`src/rtl/frame_cfg_pkg.sv`:
```
// Shared types and helpers for the column configuration frame sequencer.
package frame_cfg_pkg;

  typedef enum logic [1:0] {IDLE, LOAD, STROBE} state_t;

  localparam int unsigned HDR_IDX_W = 8;
  localparam int unsigned HDR_CNT_W = 8;
  localparam int unsigned ONEHOT_W  = 64;

  // One-hot decode; callers truncate to their bus width (row/frame counts must stay <= 64).
  function automatic logic [ONEHOT_W-1:0] onehot(input logic [HDR_CNT_W-1:0] pos);
    return ONEHOT_W'(1) << pos;
  endfunction

endpackage

```
`src/rtl/frame_config_ctrl.sv`:
```
// Configuration frame sequencer: header + N row words -> one-hot RowSelect pulses, then FrameStrobe.
// Optional feature: define FRAME_CTRL_DONE_COUNT_EN to add the 16-bit frames_done counter.
module frame_config_ctrl
  import frame_cfg_pkg::*;
#(
  parameter int unsigned MaxFramesPerCol = 20,
  parameter int unsigned FrameBitsPerRow = 32,
  parameter int unsigned NumberOfRows    = 16
) (
  input  logic                       CLK,
  input  logic                       resetn,
  input  logic [FrameBitsPerRow-1:0] s_data,
  input  logic                       s_valid,
  output logic                       s_ready,
  output logic [FrameBitsPerRow-1:0] FrameData,
  output logic [NumberOfRows-1:0]    RowSelect,
  output logic [MaxFramesPerCol-1:0] FrameStrobe,
  output logic                       busy,
  output logic                       err,
  input  logic                       err_clr
`ifdef FRAME_CTRL_DONE_COUNT_EN
  ,
  output logic [15:0]                frames_done
`endif
);

  state_t                       state, next_state;
  logic [HDR_IDX_W-1:0]         idx_q, idx_d;
  logic [HDR_CNT_W-1:0]         cnt_q, cnt_d;
  logic [HDR_CNT_W-1:0]         row_q, row_d;
  logic [FrameBitsPerRow-1:0]   data_d;
  logic [NumberOfRows-1:0]      rowsel_d;
  logic [MaxFramesPerCol-1:0]   strobe_d;
  logic                         err_d, ready_d, busy_d;
  logic                         xfer;
  logic [HDR_IDX_W-1:0]         hdr_idx;
  logic [HDR_CNT_W-1:0]         hdr_cnt;
  logic                         hdr_bad;

  assign xfer    = s_valid && s_ready;
  assign hdr_idx = s_data[FrameBitsPerRow-1 -: HDR_IDX_W];
  assign hdr_cnt = s_data[HDR_CNT_W-1:0];
  assign hdr_bad = (32'(hdr_idx) >= MaxFramesPerCol) || (hdr_cnt == '0) ||
                   (32'(hdr_cnt) > NumberOfRows);

  // State register
  always_ff @(posedge CLK or negedge resetn) begin
    if (!resetn) state <= IDLE;
    else         state <= next_state;
  end

  // Next state and next values of every registered output
  always_comb begin
    next_state = state;
    idx_d      = idx_q;
    cnt_d      = cnt_q;
    row_d      = row_q;
    data_d     = FrameData;
    rowsel_d   = '0;
    strobe_d   = '0;
    err_d      = err;
    case (state)
      IDLE: begin
        if (xfer) begin
          if (hdr_bad) begin
            err_d = 1'b1;
          end else begin
            idx_d      = hdr_idx;
            cnt_d      = hdr_cnt;
            row_d      = '0;
            next_state = LOAD;
          end
        end
      end
      LOAD: begin
        if (xfer) begin
          data_d   = s_data;
          rowsel_d = NumberOfRows'(onehot(row_q));
          row_d    = row_q + HDR_CNT_W'(1);
          if (row_q == cnt_q - HDR_CNT_W'(1)) next_state = STROBE;
        end
      end
      STROBE: begin
        strobe_d   = MaxFramesPerCol'(onehot(HDR_CNT_W'(idx_q)));
        next_state = IDLE;
      end
      default: next_state = IDLE;
    endcase
    if (err_clr) err_d = 1'b0;
    ready_d = (next_state != STROBE);
    busy_d  = (next_state != IDLE) || (strobe_d != '0);
  end

  // Output and datapath registers
  always_ff @(posedge CLK or negedge resetn) begin
    if (!resetn) begin
      idx_q       <= '0;
      cnt_q       <= '0;
      row_q       <= '0;
      FrameData   <= '0;
      RowSelect   <= '0;
      FrameStrobe <= '0;
      err         <= 1'b0;
      s_ready     <= 1'b0;
      busy        <= 1'b0;
    end else begin
      idx_q       <= idx_d;
      cnt_q       <= cnt_d;
      row_q       <= row_d;
      FrameData   <= data_d;
      RowSelect   <= rowsel_d;
      FrameStrobe <= strobe_d;
      err         <= err_d;
      s_ready     <= ready_d;
      busy        <= busy_d;
    end
  end

`ifdef FRAME_CTRL_DONE_COUNT_EN
  // Committed-frame counter, wraps naturally at 16 bits
  always_ff @(posedge CLK or negedge resetn) begin
    if (!resetn)                 frames_done <= '0;
    else if (FrameStrobe != '0)  frames_done <= frames_done + 16'd1;
  end
`endif

endmodule

```
`config.mk`:
```
export PLATFORM = sky130hd
export DESIGN_NAME = frame_config_ctrl
export DESIGN_NICKNAME = d
export VERILOG_FILES = /design/src/rtl/frame_cfg_pkg.sv /design/src/rtl/frame_config_ctrl.sv
export SDC_FILE = /design/constraint.sdc
export NUM_CORES = 1
export LEC_CHECK = 0
export BUFFER_PORTS_ARGS = -buffer_cell sky130_fd_sc_hd__buf_2
export CAP_MARGIN = 20
export CORE_MARGIN = 2
export CORE_UTILIZATION = 39
export CTS_CLUSTER_DIAMETER = 120
export DETAILED_ROUTE_END_ITERATION = 7
export SLEW_MARGIN = 5
export SYNTH_ARGS = -nofsm -noshare
export SYNTH_HDL_FRONTEND = slang
export SYNTH_SLANG_ARGS = --single-unit
```
`constraint.sdc`:
```
create_clock -name CLK -period 4.2 [get_ports CLK]
set_input_delay 0.63 -clock CLK [delete_from_list [all_inputs] [get_ports CLK]]
set_output_delay 0.63 -clock CLK [all_outputs]
set_load 0.005 [all_outputs]
```
==> impl_results.md, run 1 <==
- DR pass1 iterations: 4
- Synthesized area per cell: 12.0 um2
- Worst R2R Path Depth: 5
- Startpoint Class: flip-flop
- Layout cell share with drive strength beyond 1: 38.5%
- Worst-Margin Slew: 0.836 ns
- Routed Antenna Nets: 0
- Setup bufs post-CTS: 0
- Syn Nets: 368
- Hold_ws: 0.363 ns
- Final nets: 470
- Area Overhead vs Synth: 21.4%
- Dominant cell type by area after synthesis: dfrtp_1
- Peak Freq: 419 MHz
- # fillers: 938
- Final hold vios: 0
- Status: finished, final reports clean
- Die extent in y: 105 um
- Final period util: 56.8%
- Final setup viols: 0
- Sequential area share after synthesis: 61.4%
- Endpoint class of the critical path: flip-flop
- VDD IR max: 0.364 mV
- Vias in the first global route: 2809
- Die ar.: 0.0110 mm2
- Post-synthesis register bit count: 97
- Fin Setup TNS: 0 ns
- Worst min-delay path class: in -> async
- Global-route wire length before repair: 13300 um
- Post-route cell area: 0.00480 mm2
- Syn Std Cell Area: 0.00396 mm2
- CTS resizes: 0
- Gr usage total: 15.0%
- Fraction of registers with async set/reset: 100%
- Final WS setup: 1.81 ns
- Top FF cell, synth: dfrtp_1
- PD cells: 522 mW/mm2
- Core Rows: 36
- Clock Skews: 0.0146 ns
- Routability cong.: 0.819
- Initial Util: 40.3%
- CP Class: reg -> reg
- P_leak: 2.33 nW
- Crit path max fanout: 36
- CTS tree: built
- Min cycle time layout: 2.39 ns
- Hold-fix buffers, CTS: 0
- Worst EP arrival: 2.67 ns
- Post-Syn Instances: 330
- PortBufs: 106
- Root buffer cell: clkbuf_8
- H-tree Lvls: 3
- Iteration-0 DRC Markers: 91
- Unique cell type count in the Yosys netlist: 43
- Clock transition at the registers of the reported paths: 0.09 ns
- Drc violations: 0
- Drt via density: 4.85
- Final cell count without fillers: 569
- Max cap viols: 0
- Synth warn: 0
- Most numerous cell in the Yosys netlist: dfrtp_1
- Core region area: 0.00982 mm2
- Post-placement worst setup slack: 1.57 ns
- Remaining Overflow, GRT: 0
- RSZ-0062 raised after global routing: false
- WL final: 7750 um
- Placed inst area: 0.00459 mm2
- Top post-synthesis cells by area: dfrtp_1 (61%), mux2_2 (9.1%), nand2_1 (3.3%)
- Dpl cells: 554
- DR vias: 2761
- Clock Latency Late Sink: 0.36 ns
- TritonCTS Buffers: 9
- Routed WL per cell: 13.6 um
- DP HPWL: 5490 um
- Chip width: 105 um
- Max-slew headroom: 44.3%
- Diodes inserted: 0
- Sink Count: 97
- Post-synth EDFFs: 0
- Slew Viols, Final: 0
- Post-synth top area share: 61.4%
- Maximum clock path buffer count: 2
- Req. time, crit path: 4.48 ns
- Synth top cells by count: dfrtp_1 (97), nand2_1 (35), nor2_1 (33)
- Largest net degree at the start of global routing: 68
- Antenna violations before repair: 0
- I/O pin count: 107
-- cells by family after synthesis --
| kind of cell | synth area share, % |
|---|---|
| adder cells (fa/ha/maj) | 0.633 |
| multiplexers | 9.11 |
| XOR/XNOR | 1.99 |
| AND/OR/NAND/NOR | 19.1 |
| AO/OA/AOI/OAI | 5.44 |
| buffers and inverters | 2.31 |
| flip-flops | 61.4 |
-- flip-flops by register name, summed over array words and instances, names as in the netlist --
register,flops
RowSelect,16
s_ready,1
FrameStrobe,20
busy,1
FrameData,32
state,2
err,1
idx_q,8
row_q,8
cnt_q,8
-- cell type report --
type	instances	area, um2	share of cell area, %
clock buffers	9	124	2.58
clock inverters	6	90.1	1.88
inverters	5	18.8	0.391
multi-input cells	212	1440	29.9
flip-flops and latches	97	2430	50.5
well taps	133	166	3.46
repair buffers	107	541	11.3
-- final timing paths --
| path | endpoint | slack (ns) | start |
|---|---|---|---|
| worst max-delay path | row_q[5]$_DFFE_PN0P_ | 1.81 | state[1]$_DFF_PN0_ |
| worst min-delay path | RowSelect[0]$_DFF_PN0_ | 0.36 | resetn |
| worst max register to register | row_q[5]$_DFFE_PN0P_ | 1.81 | state[1]$_DFF_PN0_ |
| worst min register to register | idx_q[5]$_DFFE_PN0P_ | 0.49 | idx_q[5]$_DFFE_PN0P_ |
| max in group asynchronous | RowSelect[8]$_DFF_PN0_ | 2.90 | resetn |
| min in group CLK | err$_DFFE_PN0P_ | 0.43 | err_clr |
-- cells in the final DEF (no fill, tap or decap), types with 3 or more instances in the layout --
cell      synthesis  routed
a21oi_1           6       6
and2_1            8       8
buf_2            10     105
clkbuf_8          0       9
dfrtp_1          97      97
inv_1             5       5
mux2_2           32      32
nand2_1          35      35
nand2b_1          6       6
nand3_1           6       6
nand3b_1          5       5
nor2_1           33      33
nor3_1           12      12
nor4_1            7       7
nor4_2            4       4
o21ai_0           7       7
o21ai_1           3       3
o31a_1            3       3
or3_1             4       4
or4_1             3       3
xnor2_1           7       7
-- through the flow --
step	power (W)	utilization, %
final	0.00251	48.9
after global routing	0.00267	48.9
after CTS	0.00254	48.9
after detailed placement	0.00189	46.7
after global placement	0.00187	46.7
after floorplan	0.00161	-
-- critical path, cell delays in order, from the launching register on --
cell      delay [ns]
dfrtp_1         0.43
and3b_1         0.26
nand2_2         0.47
a21boi_2        0.46
or4_1           0.54
a21oi_1         0.15
-- layer usage --
metal  global-route usage, %  up-vias  routed length [um]
met2                    23.3      102                3390
met3                    5.36       12                 696
met5                       0        -                   0
met4                    5.14        0                 121
met1                    19.5     1309                3540
li1                        -     1338                   -
-- power by group --
group | switching [W] | total [W] | internal (W)
combinational | 0.000250 | 0.000574 | 0.000324
clock | 0.000318 | 0.000653 | 0.000335
sequential | 0.000154 | 0.00128 | 0.00113
total | 0.000721 | 0.00251 | 0.00179
No activity file was read; power rests on OpenSTA's default activity.
==> run 2, diff against run 1 <==
ABC_AREA = 1   (was default)
clock period = 2.4 ns   (was 4.2 ns; I/O delays follow)
==> run 2 against run 1 <==
  * Combinational power increased by 65%
  * Routed wire length up 11%
  * Clock power rose by 70%
  * Design area grew 3.4%
  * Largest power group unchanged
  * Critical path depth is 2 higher
  * Power grew 69%
  * Via count increased by 17%
==> impl_results.md, run 2 <==
- Status: finished, final reports clean
- Antenna violations before repair: 0
- VDD IR max: 0.464 mV
- Crit path buffers/inverters: 1
- Syn Nets: 500
- Synth Area in XOR/XNOR: 2.58%
- Clock Skews: 0.0135 ns
- Post-Syn Instances: 462
- Hold Crit Depth: 2
- Hold_ws: 0.136 ns
- Core region area: 0.0102 mm2
- Fin Setup TNS: 0 ns
- Worst r2r src: s_ready$_DFF_PN0_
- CP Cell Sequence: nand2_1 -> nor2_1 -> nand3_2 -> nor2_4 -> inv_1 -> nand2_1 -> o21ai_1
- Post-synth top area share: 59.5%
- Final hold vios: 0
- Layout cell share with drive strength beyond 1: 24.0%
- Root buffer cell: clkbuf_8
- Worst EP arrival: 2.01 ns
- Routed WL per cell: 12.1 um
- Top FF cell, synth: dfrtp_1
- Most frequent CP cell: nand2_1
- Gr usage total: 16.2%
- Die ar.: 0.0113 mm2
- Largest register by flop count: FrameData
- Req. time, crit path: 2.66 ns
- Dominant cell type by area after synthesis: dfrtp_1
- Iteration-0 DRC Markers: 86
- Fraction of registers with async set/reset: 100%
- Multiplexer area fraction after synthesis: 0%
- Synthesized area per cell: 8.83 um2
- Vias in the first global route: 3180
- Initial Util: 39.9%
- RSZ-0062 raised after global routing: false
- Crit Reg-Reg Endpoint: cnt_q[4]$_DFFE_PN0P_
- Most frequent cells in the layout: nand2_1 (136), buf_2 (105), dfrtp_1 (97), nor2_1 (72), inv_1 (43)
- Largest family of logic cells by synthesized area: simple AND/OR/NAND/NOR gates
- Syn Std Cell Area: 0.00408 mm2
- Worst R2R Path Depth: 7
- Slew Viols, Final: 0
- I/O pin count: 107
- CP peak stage delay: 0.45 ns
- Synth top cells by count: nand2_1 (136), dfrtp_1 (97), nor2_1 (72)
- PD cells: 851 mW/mm2
- WL final: 8600 um
- Max cap viols: 0
- Final setup viols: 0
- P_leak: 2.69 nW
- Final nets: 609
- CTS tree: built
- Remaining Overflow, GRT: 0
- Commonest non-fill, non-tap cell in the layout: nand2_1
- Maximum clock path buffer count: 2
- Sink Count: 97
- CP max stage cell: nor2_4
- CP top delay family: simple AND/OR/NAND/NOR gates
- TritonCTS Buffers: 9
- CP Class: reg -> reg
- Post-synthesis register bit count: 97
- Worst-Margin Slew: 0.528 ns
- DR vias: 3234
- Endpoint class of the critical path: flip-flop
- Final cell count without fillers: 712
- Synth warn: 0
- Top post-synthesis cells by area: dfrtp_1 (59%), nand2_1 (13%), nor2_1 (6.6%)
- Hold_sp: err_clr
- Clock Latency Late Sink: 0.37 ns
- Worst min-delay path class: in -> reg
- Compound-Gate Fraction of Synth Area: 4.45%
- Sequential area share after synthesis: 59.5%
- Max-slew headroom: 64.7%
- Chip width: 106 um
- Dpl cells: 695
- Routed Antenna Nets: 0
- DP HPWL: 6300 um
- DR pass1 iterations: 4
- Startpoint Class: flip-flop
- Post-synth EDFFs: 0
- Global-route wire length before repair: 14700 um
- Largest registers: FrameData (32), FrameStrobe (20), RowSelect (16)
- Core Rows: 37
- Drc violations: 0
- Diodes inserted: 0
- Hold-critical path endpoint: err$_DFFE_PN0P_
- Die extent in y: 106 um
- # fillers: 1004
- Max reg flops: 32
- Adder-Cell Fraction of Synth Area: 0.613%
- Most numerous cell in the Yosys netlist: nand2_1
- Crit path max fanout: 26
- Final period util: 73.2%
- PortBufs: 106
- Drt via density: 4.54
- Peak Freq: 569 MHz
- H-tree Lvls: 3
- Area Overhead vs Synth: 21.7%
- Clock transition at the registers of the reported paths: 0.10 ns
- Unique cell type count in the Yosys netlist: 23
- Flop2flop setup slack: 0.64 ns
- Synth Area in Simple Gates: 26.7%
- Routability cong.: 0.858
- Min cycle time layout: 1.76 ns
- Largest net degree at the start of global routing: 62
run 2: changes by cell type after synthesis, moves of 11 or more:
cell,delta
nor2_1,+39
nand2_1,+101
o21ai_1,+14
nand4_1,+11
inv_1,+38
mux2_2,-32
nand3_1,+13
run 2: timing repair:
item                                   4_1_cts  5_1_grt
resized for setup                            0        0
buffers inserted                             0        0
endpoints found under the hold margin       36        0
hold buffers                                 1        0
run 2: logic make-up (layout without fill, tap and decap cells):
logic type	Yosys count	in the layout
compound gates	36	36
xor+xnor	12	12
fa+ha+maj	2	2
buf+inv	59	173
flops	97	97
simple gates	256	256
run 2: routing by layer:
| metal | wire (um) | GRT usage, % | part of all wire (%) |
|---|---|---|---|
| met1 | 4230 | 22.8 | 49 |
| met2 | 3590 | 24.3 | 42 |
| met3 | 658 | 4.60 | 7.6 |
| met4 | 123 | 5.36 | 1.4 |
| met5 | 0 | 0 | 0 |
run 2: metrics by stage:
| step | total power, W | setup slack, ns | instance area (um2) | util [%] |
|---|---|---|---|---|
| after detailed placement | 0.00316 | 0.514 | 4750 | 46.4 |
| after global routing | 0.00455 | 0.422 | 4970 | 48.6 |
| after floorplan | 0.00272 | 0.914 | 4080 | - |
| after CTS | 0.00428 | 0.621 | 4970 | 48.6 |
| after global placement | 0.00313 | 0.557 | 4750 | 46.4 |
| final | 0.00423 | 0.643 | 4970 | 48.6 |
run 2: where the power goes:
part	internal, W	leakage [nW]	switching, W
clock network	0.000504	0.107	0.000607
logic	0.000406	1.35	0.000543
registers	0.00193	1.23	0.000239
run 2: cell type report:
class	instances	area, um2	share of cell area, %
well taps	136	170	3.43
clock inverters	7	87.6	1.76
repair buffers	111	586	11.8
clock buffers	9	124	2.49
inverters	46	173	3.48
multi-input cells	306	1400	28.2
flip-flops and latches	97	2430	48.9
run 2: how the worst max path moves through the flow:
stage / cells past startpoint / slack, ns / startpoint / to
after global routing: 7 / 0.42 / s_ready$_DFF_PN0_ / cnt_q[4]$_DFFE_PN0P_
final: 7 / 0.64 / s_ready$_DFF_PN0_ / cnt_q[4]$_DFFE_PN0P_
after detailed placement: 9 / 0.51 / s_data[5] / cnt_q[4]$_DFFE_PN0P_
after global placement: 9 / 0.56 / s_data[5] / cnt_q[4]$_DFFE_PN0P_
after floorplan: 11 / 0.91 / cnt_q[0]$_DFFE_PN0P_ / s_ready$_DFF_PN0_
after CTS: 8 / 0.62 / state[1]$_DFF_PN0_ / busy$_DFF_PN0_
==> run 3, diff against run 2 <==
clock period = 1.7 ns   (was 2.4 ns; I/O delays follow)
==> run 3 against run 2 <==
  * Die area unchanged
  * Register-to-register slack got worse by 0.47 ns
  * Count of clock-buffer cells in the layout did not move
  * Clock skew down 0.0037 ns
  * Sequential power is 41% higher
  * Sequential cell count unchanged
  * Worst setup slack worse by 0.47 ns
  * Largest power group unchanged
  * Highest routed layer unchanged
==> impl_results.md, run 3 (synthesized netlist as in run 2, its figures left out) <==
- Drt via density: 4.56
- TritonCTS Buffers: 9
- Max cap viols: 0
- CP Cell Sequence: inv_2 -> ha_4 -> inv_2 -> nand2_1 -> nand2_1 -> nand3_1 -> nor2_1 -> nand2_1 -> nor2_1 -> nand3_1 -> nor2_2 -> inv_1
- Startpoint Class: flip-flop
- Final nets: 618
- Die extent in y: 106 um
- Gr usage total: 16.6%
- Final period util: 89.9%
- Die ar.: 0.0113 mm2
- Most frequent cells in the layout: nand2_1 (135), buf_2 (105), dfrtp_1 (97), nor2_1 (70), inv_1 (40)
- Core Rows: 37
- Vias in the first global route: 3189
- Comb pwr share: 23.5%
- Crit path max fanout: 2
- Power share of the clock group: 25.5%
- Final cell count without fillers: 721
- Peak Freq: 654 MHz
- PD cells: 1180 mW/mm2
- Diodes inserted: 0
- Drc violations: 0
- Remaining Overflow, GRT: 0
- Post-placement worst setup slack: 0.0982 ns
- Final setup viols: 0
- Layout cell share with drive strength beyond 1: 26.3%
- CP max stage cell: dfrtp_1
- Largest register by flop count: FrameData
- DR vias: 3288
- I/O pin count: 107
- Initial Util: 39.9%
- PortBufs: 106
- Internal Power: 0.00404 W
- Worst-Margin Slew: 0.432 ns
- Endpoint class of the critical path: flip-flop
- Core region area: 0.0102 mm2
- Commonest non-fill, non-tap cell in the layout: nand2_1
- P_leak: 2.72 nW
- Switching share of power: 32.5%
- WL final: 8640 um
- Final WS setup: 0.172 ns
- CP Class: reg -> reg
- Routed WL per cell: 12.0 um
- Iteration-0 DRC Markers: 129
- Min cycle time layout: 1.53 ns
- H-tree Lvls: 3
- Maximum clock path buffer count: 2
- Worst EP arrival: 1.80 ns
- Max reg flops: 32
- Seq pwr share: 51.0%
- Antenna violations before repair: 0
- Status: finished, final reports clean
- Largest registers: FrameData (32), FrameStrobe (20), RowSelect (16)
- RSZ-0062 raised after global routing: false
- Clock Latency Late Sink: 0.37 ns
- VDD IR max: 0.605 mV
- CP peak stage delay: 0.40 ns
- Power, Total: 0.00598 W
- Max-slew headroom: 71.2%
- Slew Viols, Final: 0
- Fin Setup TNS: 0 ns
- Chip width: 106 um
- Most frequent CP cell: nand2_1
- DP HPWL: 6540 um
- DR pass1 iterations: 4
- Sw power: 0.00195 W
- Routability cong.: 0.802
- Area Overhead vs Synth: 24.4%
- Root buffer cell: clkbuf_8
- CTS tree: built
- Largest net degree at the start of global routing: 37
- Clock Skews: 0.00973 ns
- Worst min-delay path class: in -> reg
- Routed Antenna Nets: 0
- Req. time, crit path: 1.98 ns
- Clock transition at the registers of the reported paths: 0.10 ns
- Final hold vios: 0
- Dpl cells: 702
- Global-route wire length before repair: 14800 um
- Sink Count: 97
## run 3: cell types whose count changed in the layout (fill, tap and decap cells not counted), sizes merged
cell	before	now
clkinv	4	2
clkinvlp	0	2
buf	110	119
## run 3: critical path, delay by kind of cell, from the launching register on
kind	cells	cell delay [ns]
adders and majority gates	1	0.20
and+or+nand+nor	8	0.66
DFF	1	0.40
buffers and inverters	3	0.17
## run 3: what timing repair did
item                       CTS  global route
hold buffers                 1             0
setup endpoints to repair    0             3
buffers inserted             0             2
hold endpoints to repair    32             0
resized for setup            0             9
## run 3: metrics by stage
stage          hold WS [ns]  instance area, um2  utilization (%)
2_1_floorplan       -0.0406                4080                -
3_3_place_gp          0.226                4820             47.1
3_5_place_dp          0.225                4820             47.1
4_1_cts              0.0224                5040             49.2
5_1_grt              0.0334                5080             49.6
6_report             0.0327                5080             49.6
## run 3: power by group through the flow
stage | Clock (W) | Sequential, W | Combinational (W)
floorplan | 0 | 0.00305 | 0.000790
global placement | 0 | 0.00309 | 0.00138
detailed placement | 0 | 0.00308 | 0.00142
CTS | 0.00157 | 0.00306 | 0.00142
global route | 0.00167 | 0.00312 | 0.00164
finish | 0.00153 | 0.00305 | 0.00140
## run 3: path summary, 6_finish.rpt
check / to / startpoint / slack, ns / cells after the start
max: s_ready$_DFF_PN0_ / cnt_q[0]$_DFFE_PN0P_ / 0.17 / 12
min: err$_DFFE_PN0P_ / err_clr / 0.03 / 2
max reg2reg: s_ready$_DFF_PN0_ / cnt_q[0]$_DFFE_PN0P_ / 0.17 / 12
min reg2reg: FrameData[11]$_DFFE_PN0P_ / FrameData[11]$_DFFE_PN0P_ / 0.48 / 2
max in group asynchronous: FrameData[5]$_DFFE_PN0P_ / resetn / 0.81 / 3
min in group asynchronous: FrameStrobe[2]$_DFF_PN0_ / resetn / 0.36 / 2
## run 3: layout make-up
| class | instances | area, um2 |
|---|---|---|
| fill | 1005 | 5150 |
| multi-input combinational | 306 | 1430 |
| clock inverter | 7 | 78.8 |
| sequential | 97 | 2430 |
| inverter | 46 | 173 |
| timing repair buffer | 120 | 678 |
| tap | 136 | 170 |
| clock buffer | 9 | 124 |
## run 3: metal layers
metal | vias up | share of wire, % | global-route usage [%]
met2 | 113 | 43 | 25.3
li1 | 1677 | - | -
met4 | 0 | 1.7 | 6.77
met5 | - | 0 | 0
met3 | 10 | 8.8 | 5.09
met1 | 1488 | 46 | 22.0
